<file path="config.mk">
export PLATFORM = sky130hd
export DESIGN_NAME = iter_muldiv_unit
export DESIGN_NICKNAME = d
export VERILOG_FILES = /design/src/rtl/m_ext_pkg.sv /design/src/rtl/muldiv_core.sv /design/src/rtl/iter_muldiv_unit.sv
export SDC_FILE = /design/constraint.sdc
export NUM_CORES = 1
export LEC_CHECK = 0
export CAP_MARGIN = 20
export CELL_PAD_IN_SITES_DETAIL_PLACEMENT = 0
export CELL_PAD_IN_SITES_GLOBAL_PLACEMENT = 1
export CORE_MARGIN = 8
export CORE_UTILIZATION = 46
export CTS_CLUSTER_SIZE = 16
export DETAILED_ROUTE_END_ITERATION = 7
export PLACE_DENSITY_LB_ADDON = 0.3
export SKIP_LAST_GASP = 1
export SLEW_MARGIN = 20
export SYNTH_ARGS = -nofsm -noshare
export SYNTH_HDL_FRONTEND = slang
export SYNTH_HIERARCHICAL = 1
export SYNTH_SLANG_ARGS = --single-unit
</file>
<file path="constraint.sdc">
create_clock -name clk -period 5.8 [get_ports clk]
set_input_delay 1.16 -clock clk [delete_from_list [all_inputs] [get_ports clk]]
set_output_delay 1.16 -clock clk [all_outputs]
set_load 0.05 [all_outputs]
</file>
<file path="src/rtl/m_ext_pkg.sv">
// Shared RV32M definitions: opcodes, FSM states, and opcode classification helpers.
// Latency: none (declarations only).
// Backpressure: none (declarations only).
package m_ext_pkg;

  localparam int M_XLEN = 32;

  localparam logic [4:0] OP_MUL    = 5'b01011;
  localparam logic [4:0] OP_MULH   = 5'b01100;
  localparam logic [4:0] OP_MULHSU = 5'b01101;
  localparam logic [4:0] OP_MULHU  = 5'b01110;
  localparam logic [4:0] OP_DIV    = 5'b01111;
  localparam logic [4:0] OP_DIVU   = 5'b10000;
  localparam logic [4:0] OP_REM    = 5'b10001;
  localparam logic [4:0] OP_REMU   = 5'b10010;

  typedef enum logic [1:0] {
    S_IDLE = 2'd0,
    S_MUL  = 2'd1,
    S_DIV  = 2'd2,
    S_DONE = 2'd3
  } state_e;

  // True for any of the eight M-extension operations.
  function automatic logic is_m_op(input logic [4:0] op);
    return (op >= OP_MUL) && (op <= OP_REMU);
  endfunction

  // True for the divide/remainder half of the M-extension.
  function automatic logic is_div_op(input logic [4:0] op);
    return (op >= OP_DIV) && (op <= OP_REMU);
  endfunction

endpackage

</file>
<file path="src/rtl/muldiv_core.sv">
// Unsigned iterative datapath: radix-2 shift-add multiply or restoring divide, one bit per step.
// Latency: W steps after load; the *_nxt outputs show the value after the current step.
// Backpressure: none; the caller sequences load/step.
module muldiv_core #(
  parameter int W = 32
) (
  input  logic             clk,
  input  logic             rst,
  input  logic             load,
  input  logic             step,
  input  logic             div_mode,
  input  logic [W-1:0]     a_mag,
  input  logic [W-1:0]     b_mag,
  output logic [2*W-1:0]   prod_nxt,
  output logic [W-1:0]     quot_nxt,
  output logic [W-1:0]     rem_nxt
);

  // hi: upper product half / partial remainder; lo: multiplier bits / dividend-then-quotient.
  logic [W-1:0] hi_q, hi_d;
  logic [W-1:0] lo_q, lo_d;
  logic [W-1:0] opb_q, opb_d;
  logic         mode_q, mode_d;
  logic [W:0]   sum;
  logic [W:0]   r_sh;
  logic [W:0]   diff;

  // Load operands or perform one shift-add / restore-subtract step.
  always_comb begin
    hi_d   = hi_q;
    lo_d   = lo_q;
    opb_d  = opb_q;
    mode_d = mode_q;
    sum    = {1'b0, hi_q} + (lo_q[0] ? {1'b0, opb_q} : '0);
    r_sh   = {hi_q, lo_q[W-1]};
    diff   = r_sh - {1'b0, opb_q};
    if (load) begin
      hi_d   = '0;
      mode_d = div_mode;
      if (div_mode) begin
        lo_d  = a_mag;
        opb_d = b_mag;
      end else begin
        lo_d  = b_mag;
        opb_d = a_mag;
      end
    end else if (step) begin
      if (mode_q) begin
        // A shifted remainder that overflows W bits always exceeds the divisor,
        // so the restore path never needs the top bit.
        if (!diff[W]) begin
          hi_d = diff[W-1:0];
          lo_d = {lo_q[W-2:0], 1'b1};
        end else begin
          hi_d = r_sh[W-1:0];
          lo_d = {lo_q[W-2:0], 1'b0};
        end
      end else begin
        hi_d = sum[W:1];
        lo_d = {sum[0], lo_q[W-1:1]};
      end
    end
  end

  // Datapath registers.
  always_ff @(posedge clk or posedge rst) begin
    if (rst) begin
      hi_q   <= '0;
      lo_q   <= '0;
      opb_q  <= '0;
      mode_q <= 1'b0;
    end else begin
      hi_q   <= hi_d;
      lo_q   <= lo_d;
      opb_q  <= opb_d;
      mode_q <= mode_d;
    end
  end

  assign prod_nxt = {hi_d, lo_d};
  assign quot_nxt = lo_d;
  assign rem_nxt  = hi_d;

endmodule

</file>
<file path="src/rtl/iter_muldiv_unit.sv">
// RV32M iterative multiply/divide for Execute: sign handling, special cases, FSM, result register.
// Latency: 33 cycles from accept for normal ops, 1 cycle for divide-by-zero / signed overflow.
// Backpressure: mul_use stalls the pipeline from the accept cycle until the result cycle.
module iter_muldiv_unit
  import m_ext_pkg::*;
#(
  parameter int XLEN = 32,
  parameter int ITER = 32
) (
  input  logic            clk,
  input  logic            rst,
  input  logic            startE,
  input  logic [4:0]      alu_opE,
  input  logic [XLEN-1:0] SrcAE,
  input  logic [XLEN-1:0] SrcBE,
  input  logic            flushE,
  output logic            mul_use,
  output logic            flagM,
  output logic            flagD,
  output logic [XLEN-1:0] result_m
);

  localparam int            CW       = $clog2(ITER);
  localparam logic [CW-1:0] CNT_LOAD = CW'(ITER - 1);
  localparam logic [XLEN-1:0] INT_MIN = {1'b1, {(XLEN-1){1'b0}}};

  state_e            state_q, state_d;
  logic [CW-1:0]     cnt_q, cnt_d;
  logic [4:0]        op_q, op_d;
  logic              neg_q, neg_d;
  logic [XLEN-1:0]   result_q, result_d;
  logic              flag_m_q, flag_m_d;
  logic              flag_d_q, flag_d_d;

  logic              a_sgn, b_sgn, a_neg, b_neg;
  logic [XLEN-1:0]   a_mag, b_mag;
  logic              is_rem_in, div_zero, div_ovf;
  logic              mul_use_c, core_load, core_step;
  logic [2*XLEN-1:0] prod_nxt, prod_fix;
  logic [XLEN-1:0]   quot_nxt, rem_nxt, final_res;

  // Classify the incoming operands: signedness, magnitudes and divide special cases.
  always_comb begin
    a_sgn     = alu_opE inside {OP_MUL, OP_MULH, OP_MULHSU, OP_DIV, OP_REM};
    b_sgn     = alu_opE inside {OP_MUL, OP_MULH, OP_DIV, OP_REM};
    a_neg     = a_sgn & SrcAE[XLEN-1];
    b_neg     = b_sgn & SrcBE[XLEN-1];
    a_mag     = a_neg ? -SrcAE : SrcAE;
    b_mag     = b_neg ? -SrcBE : SrcBE;
    is_rem_in = (alu_opE == OP_REM) || (alu_opE == OP_REMU);
    div_zero  = (SrcBE == '0);
    div_ovf   = ((alu_opE == OP_DIV) || (alu_opE == OP_REM)) &&
                (SrcAE == INT_MIN) && (SrcBE == '1);
  end

  // Apply the latched sign to the post-step core value and pick the architectural result.
  always_comb begin
    prod_fix = neg_q ? -prod_nxt : prod_nxt;
    case (op_q)
      OP_MUL:                        final_res = prod_fix[XLEN-1:0];
      OP_MULH, OP_MULHSU, OP_MULHU:  final_res = prod_fix[2*XLEN-1:XLEN];
      OP_DIV, OP_DIVU:               final_res = neg_q ? -quot_nxt : quot_nxt;
      default:                       final_res = neg_q ? -rem_nxt : rem_nxt;
    endcase
  end

  // Next-state, stall and result-register logic.
  always_comb begin
    state_d   = state_q;
    cnt_d     = cnt_q;
    op_d      = op_q;
    neg_d     = neg_q;
    result_d  = '0;
    flag_m_d  = 1'b0;
    flag_d_d  = 1'b0;
    mul_use_c = 1'b0;
    core_load = 1'b0;
    core_step = 1'b0;
    case (state_q)
      S_IDLE: begin
        mul_use_c = startE & is_m_op(alu_opE) & ~flushE;
        if (mul_use_c) begin
          op_d  = alu_opE;
          cnt_d = CNT_LOAD;
          // A remainder takes the dividend's sign; products and quotients take A^B.
          neg_d = is_rem_in ? a_neg : (a_neg ^ b_neg);
          if (is_div_op(alu_opE) && div_zero) begin
            state_d  = S_DONE;
            flag_d_d = 1'b1;
            result_d = is_rem_in ? SrcAE : '1;
          end else if (div_ovf) begin
            state_d  = S_DONE;
            flag_d_d = 1'b1;
            result_d = is_rem_in ? '0 : INT_MIN;
          end else begin
            core_load = 1'b1;
            state_d   = is_div_op(alu_opE) ? S_DIV : S_MUL;
          end
        end
      end
      S_MUL, S_DIV: begin
        mul_use_c = 1'b1;
        core_step = 1'b1;
        if (flushE) begin
          state_d = S_IDLE;
        end else if (cnt_q == '0) begin
          state_d  = S_DONE;
          result_d = final_res;
          flag_m_d = (state_q == S_MUL);
          flag_d_d = (state_q == S_DIV);
        end else begin
          cnt_d = cnt_q - 1'b1;
        end
      end
      S_DONE: begin
        state_d = S_IDLE;
      end
      default: begin
        state_d = S_IDLE;
      end
    endcase
  end

  // Control state and output registers.
  always_ff @(posedge clk or posedge rst) begin
    if (rst) begin
      state_q  <= S_IDLE;
      cnt_q    <= '0;
      op_q     <= '0;
      neg_q    <= 1'b0;
      result_q <= '0;
      flag_m_q <= 1'b0;
      flag_d_q <= 1'b0;
    end else begin
      state_q  <= state_d;
      cnt_q    <= cnt_d;
      op_q     <= op_d;
      neg_q    <= neg_d;
      result_q <= result_d;
      flag_m_q <= flag_m_d;
      flag_d_q <= flag_d_d;
    end
  end

  muldiv_core #(.W(XLEN)) u_core (
    .clk      (clk),
    .rst      (rst),
    .load     (core_load),
    .step     (core_step),
    .div_mode (is_div_op(alu_opE)),
    .a_mag    (a_mag),
    .b_mag    (b_mag),
    .prod_nxt (prod_nxt),
    .quot_nxt (quot_nxt),
    .rem_nxt  (rem_nxt)
  );

  // A flush in the result cycle kills the pulse; reset forces the stall low immediately.
  assign mul_use  = mul_use_c & ~rst;
  assign flagM    = flag_m_q & ~flushE;
  assign flagD    = flag_d_q & ~flushE;
  assign result_m = result_q & {XLEN{~flushE}};

endmodule

</file>
==> qor.yml, run 1 <==
placed_design:
  dp_cells: 3128
  hpwl_um: 61400
  pre_cts_slack_ns: -0.506
  io_buffers: 107
  place_congestion: 1.03
sta:
  post-route-period-util: 0.978
  slew_headroom: 0.237
  period_needed_ns: 5.67
  rsz0062_at_grt: "true"
  setup_viol: 0
  whs_ns: 0.504
  tightest_slew_ns: 1.14
  finalClockSkew_ns: 0.0146
  fmax_mhz: 176
  slew_violations: 0
  finalHoldViolations: 0
  layout_setup_ws_ns: 0.125
grt:
  antenna_found_initial: 0
  track_usage: 0.340
  grt-ovfl-total: 0
  grt_first_pass_wirelength_um: 116000
  grt_pass1_vias: 18800
  grt_max_degree: 75
setup_path:
  slowest_stage: "or4_1"
  cp_num_cells: 18
  cp-end-kind: "register"
  crit_chain: "clkdlybuf4s50_1, or4_4, or4b_4, buf_4, nor2_1, buf_4, a21oi_1, xor2_1, mux2i_1, a21oi_1, or4_1, or4_1, buf_4, o31ai_1, xor2_1, o221ai_1, a21oi_1, o22ai_1"
  max_stage_delay_ns: 0.57
  crit_buf_inv: 4
  cp_max_fo: 7
  timing.rr.start: "u_core/lo_q[0]"
  r2r_setup_slack_ns: 0.14
  crit_start: "SrcBE[6]"
  reg2regPathDepth: 19
  startpoint_type: "input port"
  critPathArrivalTime_ns: 5.99
  cp_top_family: "simple AND/OR/NAND/NOR gates"
  critPathKind: "in -> reg"
  cp.required_ns: 6.12
route:
  firstDrtPassIters: 8
  via_count: 19500
  wire_per_inst_um: 24.2
  viasPerCell: 6.17
  drc: 0
  drt_iter0_drc: 2019
  antenna_left: 0
  postRouteWirelength_um: 76500
logic_synthesis:
  synth_nets: 2434
  ys_warn_count: 6
  synth.most_common_cell: "nor2_1"
  synthTopCellsByCount: "260 x nor2_1, 212 x a21oi_1, 150 x o21ai_0"
  ys_seq_elements: 144
  syn_inst: 2283
  synthArstFlopShare: 1.00
  synth_flop_cell: "dfrtp_1"
  avgSynthCellArea_um2: 7.57
  synth_top_area_share: 0.209
  synthTopCellsByArea: "dfrtp_1 21%, mux2i_1 6.8%, a21oi_1 6.1%"
  seq_area_frac_synth: 0.209
  synth.distinct_cells: 92
  synth_area_mm2: 0.0173
  synth_edf_count: 0
  synth_top_area_cell: "dfrtp_1"
min_path:
  hold_start: "cnt_q[3]"
  hold_path_class: "reg -> reg"
  hold_depth: 1
cells_and_area:
  drive_gt1_frac: 0.216
  final-seq-area_mm2: 0.00361
  post-route-util: 0.599
  fillCellCount: 3487
  syn2layout_area_growth_pct: 29.4
  layout.nets: 2825
  multi_input_area_mm2: 0.0127
  antennaDiodeCount: 0
  stdcell_count: 3160
pwr:
  p_seq_frac: 0.111
  combinationalPowerShare: 0.816
  ir_worst_vdd_mv: 0.401
  p_int_mw: 7.63
  swShare: 0.537
  p_per_area_mw_per_mm2: 737
  p_leak_nw: 9.42
  clkPwrFrac: 0.073
  p_switching_mw: 8.85
flow_run:
  max-cap-violations: 0
floorplanning:
  initial_core_util: 0.463
  num_rows: 71
  ios: 108
  core_mm2: 0.0373
  die_y_um: 210
  die_area_mm2: 0.0440
  die_x_um: 210
cts:
  cts_tree: "done"
  htree_levels: 4
  cts_root_buf: "clkbuf_16"
  clk_pin_slew_ns: 0.07
  cts_buffer_depth: 2
  cts_num_sinks: 144
  cts_buffers: 17
  clock_latency_ns: 0.46
outcome:
  status: "complete, no violations"
-- layer usage --
metal,track usage,share of wire
met5,0,0
met4,0.165,0.051
met3,0.0534,0.070
met2,0.551,0.46
met1,0.438,0.42
-- final timing paths --
check	end
min	cnt_q[3]
max reg2reg	result_q[28]
min in group asynchronous	u_core/opb_q[1]
max	result_q[26]
min reg2reg	cnt_q[3]
max in group asynchronous	u_core/hi_q[26]
-- cell type report --
class	instances	share of cell area
Clock inverter	9	0.00576
Timing Repair Buffer	551	0.200
Clock buffer	22	0.0221
Sequential cell	144	0.161
Tap cell	474	0.0265
Multi-Input combinational cell	1875	0.569
Inverter	85	0.0146
-- layout by cell type, fill, tap and decap left out, types with 8 or more instances in the layout --
cell,instances
nand2b_1,25
mux2i_1,117
or3_1,31
nor3_1,39
o21ai_0,146
o22ai_1,28
nand3b_1,9
dfrtp_1,142
a21o_1,28
o221ai_1,20
a21oi_1,209
clkdlybuf4s50_1,104
ha_1,75
nand3_1,39
o31ai_1,41
and3_1,12
xor2_1,95
nor2_1,256
nor2b_1,53
or2_2,12
nand4_1,28
and2_1,49
a31oi_1,25
o21a_1,14
o21ai_1,10
or4_1,17
nor4_2,14
o211ai_1,12
xnor2_1,107
buf_4,438
inv_1,83
o41ai_1,25
nor4_1,21
clkbuf_16,17
a211oi_1,14
nand2_1,135
nor3_2,8
-- cells by family after synthesis --
family / synth area share
DFF: 0.209
adders and majority gates: 0.0574
AOI/OAI and AO/OA: 0.257
xor gates and xnor gates: 0.102
buffers and inverters: 0.0732
muxes: 0.0717
and+or+nand+nor: 0.230
-- metrics by stage --
step | cell area (um^2) | TNS (ns) | power, mW
after CTS | 22100 | 0 | 15.9
after global routing | 22400 | -0.143 | 17.6
after global placement | 21400 | -7.94 | 14.5
after detailed placement | 21400 | -9.44 | 14.6
after floorplan | 17300 | 0 | 10.1
final | 22400 | 0 | 16.5
-- what timing repair did --
| action | 4_1_cts | 5_1_grt |
|---|---|---|
| endpoints found under the setup margin | 7 | 30 |
| gates cloned | 0 | 0 |
| gates resized for setup | 3 | 54 |
| hold buffers | 0 | 0 |
| endpoints found under the hold margin | 0 | 0 |
| setup buffers | 0 | 1 |
| pin swaps | 0 | 7 |
-- flip-flops by register name, indices dropped and copies added (netlist names) --
register	flops
cnt_q	5
u_core/hi_q	32
state_q	2
u_core/opb_q	32
result_q	32
neg_q	1
u_core/lo_q	32
flag_d_q	1
flag_m_q	1
u_core/mode_q	1
op_q	5
-- power by group through the flow --
stage	Clock (mW)	Sequential (mW)	Combinational [mW]
after CTS	1.21	1.81	12.9
after detailed placement	0	1.82	12.8
after floorplan	0	1.64	8.44
after global routing	1.25	1.86	14.5
after global placement	0	1.82	12.6
final	1.20	1.83	13.5
Note: power is estimated with default switching activity, not from simulation.
==> inputs of run 2 (changes only) <==
--- a/config.mk
+++ b/config.mk
@@ -5,7 +5,6 @@
 export SDC_FILE = /design/constraint.sdc
 export NUM_CORES = 1
 export LEC_CHECK = 0
-export CAP_MARGIN = 20
 export CELL_PAD_IN_SITES_DETAIL_PLACEMENT = 0
 export CELL_PAD_IN_SITES_GLOBAL_PLACEMENT = 1
 export CORE_MARGIN = 8
==> results of run 2 <==
No change in the layout: final DEF, timing and power equal those of run 1.
